==> src/rtl/timer_pkg.sv <==
// Shared BCD helpers and constants for the timer blocks.
package timer_pkg;

    localparam int BCD_W                  = 4;
    localparam int DEFAULT_CYCLES_PER_SEC = 25000000;

    function automatic logic [BCD_W-1:0] bcd_digit_sat(input logic [BCD_W-1:0] i_Digit);
        return (i_Digit > 4'd9) ? 4'd9 : i_Digit;
    endfunction

    // Returns {carry/borrow out, next digit}; a clear carry-in leaves the digit untouched.
    function automatic logic [BCD_W:0] bcd_step(input logic [BCD_W-1:0] i_Digit,
                                                input logic             i_Up,
                                                input logic             i_Cin);
        logic [BCD_W:0] v_Res;
        v_Res = {1'b0, i_Digit};
        if (i_Cin) begin
            if (i_Up)
                v_Res = (i_Digit >= 4'd9) ? {1'b1, 4'd0} : {1'b0, i_Digit + 4'd1};
            else
                v_Res = (i_Digit == 4'd0) ? {1'b1, 4'd9} : {1'b0, i_Digit - 4'd1};
        end
        return v_Res;
    endfunction

endpackage

==> src/rtl/tick_prescaler.sv <==
// Divides i_Clk into a one-cycle step strobe; the phase is kept across pauses.
module tick_prescaler #(
    parameter int CYCLES_PER_TICK = 25000000
) (
    input  logic i_Clk,
    input  logic i_Reset,
    input  logic i_Enable,
    input  logic i_Restart,
    output logic o_Tick
);

    localparam int            W    = (CYCLES_PER_TICK > 1) ? $clog2(CYCLES_PER_TICK) : 1;
    localparam logic [W-1:0]  LAST = W'(CYCLES_PER_TICK - 1);

    logic [W-1:0] r_Count;

    assign o_Tick = i_Enable && (r_Count == LAST);

    always_ff @(posedge i_Clk or posedge i_Reset) begin
        if (i_Reset)
            r_Count <= '0;
        else if (i_Restart)
            r_Count <= '0;
        else if (o_Tick)
            r_Count <= '0;
        else if (i_Enable)
            r_Count <= r_Count + W'(1);
    end

endmodule

==> src/rtl/timed_bcd_counter.sv <==
// N-digit BCD up/down counter stepped by a prescaled tick, with clear, load and wrap pulse.
module timed_bcd_counter
    import timer_pkg::*;
#(
    parameter int CYCLES_PER_TICK = DEFAULT_CYCLES_PER_SEC,
    parameter int NUM_DIGITS      = 2
) (
    input  logic                        i_Clk,
    input  logic                        i_Reset,
    input  logic                        i_Enable,
    input  logic                        i_Up,
    input  logic                        i_Clear,
    input  logic                        i_Load,
    input  logic [BCD_W*NUM_DIGITS-1:0] i_Load_Value,
    output logic [BCD_W*NUM_DIGITS-1:0] o_Count,
    output logic                        o_Tick,
    output logic                        o_Wrap
);

    logic [BCD_W*NUM_DIGITS-1:0] r_Count;
    logic                        r_Tick;
    logic                        r_Wrap;
    logic [BCD_W*NUM_DIGITS-1:0] w_Next;
    logic [BCD_W*NUM_DIGITS-1:0] w_Load_Sat;
    logic [NUM_DIGITS-1:0]       w_AtLimit;
    logic [NUM_DIGITS-1:0]       w_Cout;
    logic                        w_Step;
    logic                        w_Wrap;

    tick_prescaler #(
        .CYCLES_PER_TICK(CYCLES_PER_TICK)
    ) u_prescaler (
        .i_Clk    (i_Clk),
        .i_Reset  (i_Reset),
        .i_Enable (i_Enable),
        .i_Restart(i_Clear | i_Load),
        .o_Tick   (w_Step)
    );

    // Carry into digit k is the AND of the lower digits' limit flags, so no
    // combinational chain runs through the digit results themselves.
    for (genvar k = 0; k < NUM_DIGITS; k++) begin : g_digit
        logic w_Cin;

        assign w_AtLimit[k] = i_Up ? (r_Count[BCD_W*k +: BCD_W] >= 4'd9)
                                   : (r_Count[BCD_W*k +: BCD_W] == 4'd0);
        if (k == 0) begin : g_lsd
            assign w_Cin = 1'b1;
        end else begin : g_upper
            assign w_Cin = &w_AtLimit[k-1:0];
        end

        assign {w_Cout[k], w_Next[BCD_W*k +: BCD_W]} =
            bcd_step(r_Count[BCD_W*k +: BCD_W], i_Up, w_Cin);
        assign w_Load_Sat[BCD_W*k +: BCD_W] = bcd_digit_sat(i_Load_Value[BCD_W*k +: BCD_W]);
    end

    // Every digit carries out only when all digits sit at the limit: that is the wrap.
    assign w_Wrap = &w_Cout;

    always_ff @(posedge i_Clk or posedge i_Reset) begin
        if (i_Reset) begin
            r_Count <= '0;
            r_Tick  <= 1'b0;
            r_Wrap  <= 1'b0;
        end else if (i_Clear) begin
            r_Count <= '0;
            r_Tick  <= 1'b0;
            r_Wrap  <= 1'b0;
        end else if (i_Load) begin
            r_Count <= w_Load_Sat;
            r_Tick  <= 1'b0;
            r_Wrap  <= 1'b0;
        end else if (w_Step) begin
            r_Count <= w_Next;
            r_Tick  <= 1'b1;
            r_Wrap  <= w_Wrap;
        end else begin
            r_Tick  <= 1'b0;
            r_Wrap  <= 1'b0;
        end
    end

    assign o_Count = r_Count;
    assign o_Tick  = r_Tick;
    assign o_Wrap  = r_Wrap;

endmodule

==> config.mk <==
export PLATFORM = sky130hd
export DESIGN_NAME = timed_bcd_counter
export DESIGN_NICKNAME = d
export VERILOG_FILES = /design/src/rtl/timer_pkg.sv /design/src/rtl/tick_prescaler.sv /design/src/rtl/timed_bcd_counter.sv
export SDC_FILE = /design/constraint.sdc
export NUM_CORES = 1
export LEC_CHECK = 0
export BUFFER_PORTS_ARGS = -buffer_cell sky130_fd_sc_hd__buf_4
export CAP_MARGIN = 20
export CORE_ASPECT_RATIO = 0.75
export CORE_MARGIN = 2
export CORE_UTILIZATION = 63
export CTS_BUF_LIST = sky130_fd_sc_hd__clkbuf_4 sky130_fd_sc_hd__clkbuf_8 sky130_fd_sc_hd__clkbuf_16
export DETAILED_ROUTE_END_ITERATION = 12
export PLACE_DENSITY = 0.89
export SLEW_MARGIN = 10
export SYNTH_ARGS = -nofsm -noshare
export SYNTH_HDL_FRONTEND = slang
export SYNTH_SLANG_ARGS = --single-unit
==> constraint.sdc <==
create_clock -name i_Clk -period 4.8 [get_ports i_Clk]
set_clock_uncertainty 0.2 [all_clocks]
set_input_delay 0.96 -clock i_Clk [delete_from_list [all_inputs] [get_ports i_Clk]]
set_output_delay 0.96 -clock i_Clk [all_outputs]
set_load 0.03 [all_outputs]
# After elaboration in Yosys (flattened, before gate mapping)
# Cells that the tools add are included.
# classes
n_addsub	5
n_lt_le_gt_ge	4
eq_ne	1
n_mux	22
bitwise_logic	1
reduce_logical	8
# ops
operator	count
2-to-1 mux 25 bit	3
2-to-1 mux 5 bit	7
adder 25 x 1 -> 25 bit (second input constant)	1
equality test 25 bit (second input constant)	1
2-to-1 mux 8 bit	3
nonzero test 3 bit	3
adder 4 x 1 -> 4 bit (second input constant)	2
>= comparator 4 bit (second input constant)	2
greater-than comparator 4 bit (second input constant)	2
zero test 4 bit	2
2-to-1 mux 4 bit	2
subtractor 4 x 1 -> 4 bit (second input constant)	2
2-to-1 mux 1 bit	7
AND reduction 2 bit	2
logical AND 1 bit	1
OR 1 bit	1
# totals
regBits	35
input_bits	14
out_inout_bits	10

# Logic depth before layout (Yosys ltp)
# logic_depth
ltp_word	8
mapped_depth	8
ltp_nobuf	7

# Cells and area by module
# From an unflattened synthesis, not the netlist that was laid out.
# hier_totals
cells_unflattened	262
hier_area_um2	2285.9
# by_module_without_submodules
mod	n_inst	cells_each	area_each_um2	seq_area_each_um2
tick_prescaler	1	147	1362.6	625.6
timed_bcd_counter	1	115	923.4	250.2

# Worst setup path after synthesis
# Ideal clock, no wire load.
# synth_timing
kind	input to register
start	in i_Enable
end	reg r_Count[6], in the netlist o_Count[6]
t_arrival_ns	2.228
setup_slack_ns	2.248
cell_stages	6
n_path_buf	1
path_cell_list	and4bb_2 > nand2_1 > or4_1 > buf_2 > o311ai_2 > nand2_1
# synth_via
elab_chain_cells	3
# synth_lines
element	line	source
from (decl)	timed_bcd_counter.sv:10	input logic i_Enable,
logical AND 1 bit	tick_prescaler.sv:17	assign o_Tick = i_Enable && (r_Count == LAST);
nonzero test 3 bit (no line)	--	
AND reduction 2 bit (no line)	--	
to (signal assigned)	timed_bcd_counter.sv:71	r_Count <= w_Load_Sat;
to (signal assigned)	timed_bcd_counter.sv:75	r_Count <= w_Next;
to (decl)	timed_bcd_counter.sv:20	logic [BCD_W*NUM_DIGITS-1:0] r_Count;
# No other way between the ends.
# A chain may end at the register's enable or synchronous reset.

# Worst setup path in the final report
# layout_timing
start	in i_Enable
end	reg r_Count[0], in the netlist o_Count[0]
# layout_via
elab_chain_cells	2
# layout_lines
element	line
logical AND 1 bit	tick_prescaler.sv:17
nonzero test 3 bit (no line)	--
# No other way between the ends.

==> summary.md <==
| Metric | Value |
|---|---|
| Status | completed |
| Seq/Total Area, Yosys | 0.382 |
| Largest vdd supply drop | 211 uV |
| Number of enable-type register cells in the synthesized netlist | 0 |
| Via count of the first global-routing pass | 1755 |
| Critical path start-end classification | input pin to flip-flop |
| First-pass GRT wire length | 8.29 mm |
| HPWL reported at the end of detailed placement | 3.55 mm |
| Transition time of the tightest slew-check pin | 1.01 ns |
| DRC violation total after the first TritonRoute iteration | 191 |
| Critical Path End Type | flip-flop |
| Main area contributors after synthesis | sky130_fd_sc_hd__dfrtp_1 38%, sky130_fd_sc_hd__nor2_1 5.7%, sky130_fd_sc_hd__ha_1 4.4% |
| Unrepaired setup endpoints after global routing | no |
| Clock latency at the later pin of the worst-skew pair | 0.30 ns |
| DRC violation count after routing | 0 |
| Most used DFF post-synth | sky130_fd_sc_hd__dfrtp_1 |
| Post-synthesis sequential element count | 35 |
| Fraction of layout instances using a drive strength above 1 | 0.158 |
| Multi-input gate area in the final layout | 1310 um2 |
| Pre-CTS worst setup slack | 1.75 ns |
| Worst setup path endpoint | o_Count[0]$_DFFE_PP0P_ |
| All-layer global routing usage | 0.255 |
| Endpoint of the worst-slack reg-to-reg timing path | o_Count[7]$_DFFE_PP0P_ |
| Fraction of registers with async set/reset | 1.00 |
| Final Hold Vio Count | 0 |
| Initial core utilization | 0.678 |
| Footprint of the flip-flops and latches | 876 um2 |
| # nets final | 299 |
| Biggest fanout along the worst timing path | 20 |
| Number of antenna violations at the first check in global routing | 0 |
| Post-synthesis cell count | 258 |
| Relative max-transition margin | 0.320 |
| Post-synthesis area per instance | 8.88 um2 |
| DR WL/cell | 15.6 um |
| Core region area | 3380 um2 |
| Area Overhead vs Synth | 12.1% |
| Post-DRT Antenna Nets | 0 |
| Remaining Overflow, GRT | 0 |
| Total wirelength of the detailed-routed design | 4.95 mm |
| Clock Tree Buf Depth | 2 |
| Total nets after synthesis | 280 |
| Via Count | 1985 |
| Data arrival at the endpoint of the critical path | 2.78 ns |
| Peak Freq | 362 MHz |
| Std-Cell Rows | 18 |
| Total I/O pin count | 24 |
| # clock sinks | 35 |
| Length of the first detailed-routing pass in iterations | 5 |
| Sort of element at the start of the critical path | input pin |
| Type of the tightest min-delay check | flip-flop to flip-flop |
| Final non-filler cell area | 2570 um2 |
| Chip height | 56.2 um |
| Cell type with the largest total area after synthesis | sky130_fd_sc_hd__dfrtp_1 |
| Most frequent cells after synthesis | 35 x sky130_fd_sc_hd__dfrtp_1, 35 x sky130_fd_sc_hd__nor2_1, 19 x sky130_fd_sc_hd__nand2_1 |
| Gates resized, CTS repair | 0 |
| Port bufs | 23 |
| Number of violations of the max-capacitance limit | 0 |
| Leakage dissipation | 0.00108 uW |
| CTS HTree Levels | 2 |
| Post-synth top area share | 0.382 |
| CTS clock-pin slew for the worst setup and hold paths | 0.08 ns |
| Post-CTS Setup Inserts | 0 |
| Final period util | 0.575 |
| Maximum number of pins on one net before global-route repair | 36 |
| Total number of yosys warnings | 0 |
| Length in cells of the worst reg-to-reg path | 7 |
| Setup TNS | 0 ns |
| Post-DR vias/cell | 6.24 |
| Antenna Diode Count | 0 |
| Critical Path Source | i_Enable |
| Source of the worst register-to-register timing path | o_Count[0]$_DFFE_PP0P_ |
| PnR Total Power | 671 uW |
| Count of final setup violators | 0 |
| Crit path time final | 2.76 ns |
| TritonCTS clock tree | yes |
| Global placement routability congestion | 0.863 |
| Worst endpoint required time | 4.82 ns |
| Clock buffers created by TritonCTS | 5 |
| Post-Syn Area | 2290 um2 |
| Number of different library cells in the post-synthesis netlist | 52 |
| Width of the die | 73.6 um |
| Fillers | 241 |
| Quantity of hold-fixing buffers added after cts | 0 |
| Dpl cell area | 2450 um2 |
| Area enclosed by the die boundary | 4140 um2 |
| Count of pins over their slew limit | 0 |
| Power density of the placed cells | 261 nW/um2 |
| PnR worst setup slack | 2.04 ns |
| Setup slack, reg-to-reg | 2.17 ns |
| Clock root buffer | sky130_fd_sc_hd__clkbuf_8 |
-- through the flow --
stage / util / hold WS (ns) / std cells
finish: 0.760 / 0.349 / 318
global route: 0.760 / 0.390 / 318
CTS: 0.760 / 0.348 / 318
detailed placement: 0.727 / 0.324 / 310
global placement: 0.727 / 0.318 / 310
floorplan: - / 0.297 / 258
-- worst min path at each step --
stage / from / endpoint / slack, ns / cells after the start
2_1_floorplan: u_prescaler.r_Count[20]$_DFFE_PP0P_ / u_prescaler.r_Count[20]$_DFFE_PP0P_ / 0.30 / 2
3_3_place_gp: u_prescaler.r_Count[20]$_DFFE_PP0P_ / u_prescaler.r_Count[20]$_DFFE_PP0P_ / 0.32 / 2
3_5_place_dp: u_prescaler.r_Count[20]$_DFFE_PP0P_ / u_prescaler.r_Count[20]$_DFFE_PP0P_ / 0.32 / 2
4_1_cts: u_prescaler.r_Count[20]$_DFFE_PP0P_ / u_prescaler.r_Count[20]$_DFFE_PP0P_ / 0.35 / 2
5_1_grt: u_prescaler.r_Count[14]$_DFFE_PP0P_ / u_prescaler.r_Count[14]$_DFFE_PP0P_ / 0.39 / 2
6_report: u_prescaler.r_Count[14]$_DFFE_PP0P_ / u_prescaler.r_Count[14]$_DFFE_PP0P_ / 0.35 / 2
-- sequential cells by signal (all words and copies together) (netlist names) --
register             flops
u_prescaler.r_Count     25
o_Count                  8
o_Tick                   1
o_Wrap                   1
-- critical path: stages --
cell,delay (ns)
sky130_fd_sc_hd__buf_4,0.15
sky130_fd_sc_hd__and4bb_2,0.24
sky130_fd_sc_hd__nand2_1,0.07
sky130_fd_sc_hd__or4_1,0.71
sky130_fd_sc_hd__nand2_2,0.39
sky130_fd_sc_hd__mux2i_1,0.24
-- layout by cell type, fill, tap and decap left out, drive strengths merged, types with 2 or more instances in the layout --
cell	instances
nand3	8
or4	6
o311ai	2
nor4	3
nor2b	3
nand2	20
o21ai	17
nand2b	3
buf	24
o31ai	2
and4	3
a31oi	4
nor4b	2
a211oi	3
clkbuf	5
dfrtp	35
a21oi	8
inv	10
nor3	11
mux2	2
nor3b	2
mux2i	5
ha	8
nor2	35
and3	6
o21a	2
nand4	10
xnor2	8
xor2	11
nand4b	2
clkinv	2
a21boi	3
-- cells by family (layout without fill, tap and decap cells) --
family / after synthesis / count (layout) / share of synthesized area
XOR/XNOR: 19 / 19 / 0.0726
adder cells (fa/ha/maj): 8 / 8 / 0.0437
flip-flops: 35 / 35 / 0.382
AND/OR/NAND/NOR: 121 / 121 / 0.293
multiplexers: 7 / 7 / 0.0317
buffers and inverters: 22 / 42 / 0.0453
AO/OA/AOI/OAI: 46 / 46 / 0.132
-- cell type report --
cell class	count	share of cell area
clock inverters	3	0.0171
multi-input cells	201	0.511
well taps	40	0.0195
clock buffers	5	0.0268
inverters	10	0.0146
flip-flops and latches	35	0.341
repair buffers	24	0.0702
-- per-layer routing --
metal | vias up | global-route usage | wire [um]
met4 | 0 | 0.0623 | 25
met1 | 935 | 0.400 | 2400
li1 | 962 | - | -
met5 | - | 0 | 0
met3 | 3 | 0.0489 | 389
met2 | 85 | 0.357 | 2140
-- where the power goes --
part	total [uW]	switching [uW]	internal [uW]
combinational	92.8	55.8	37.0
sequential	310	10.6	299
clock	268	114	155
total	671	180	491
No activity file was read; power rests on OpenSTA's default activity.
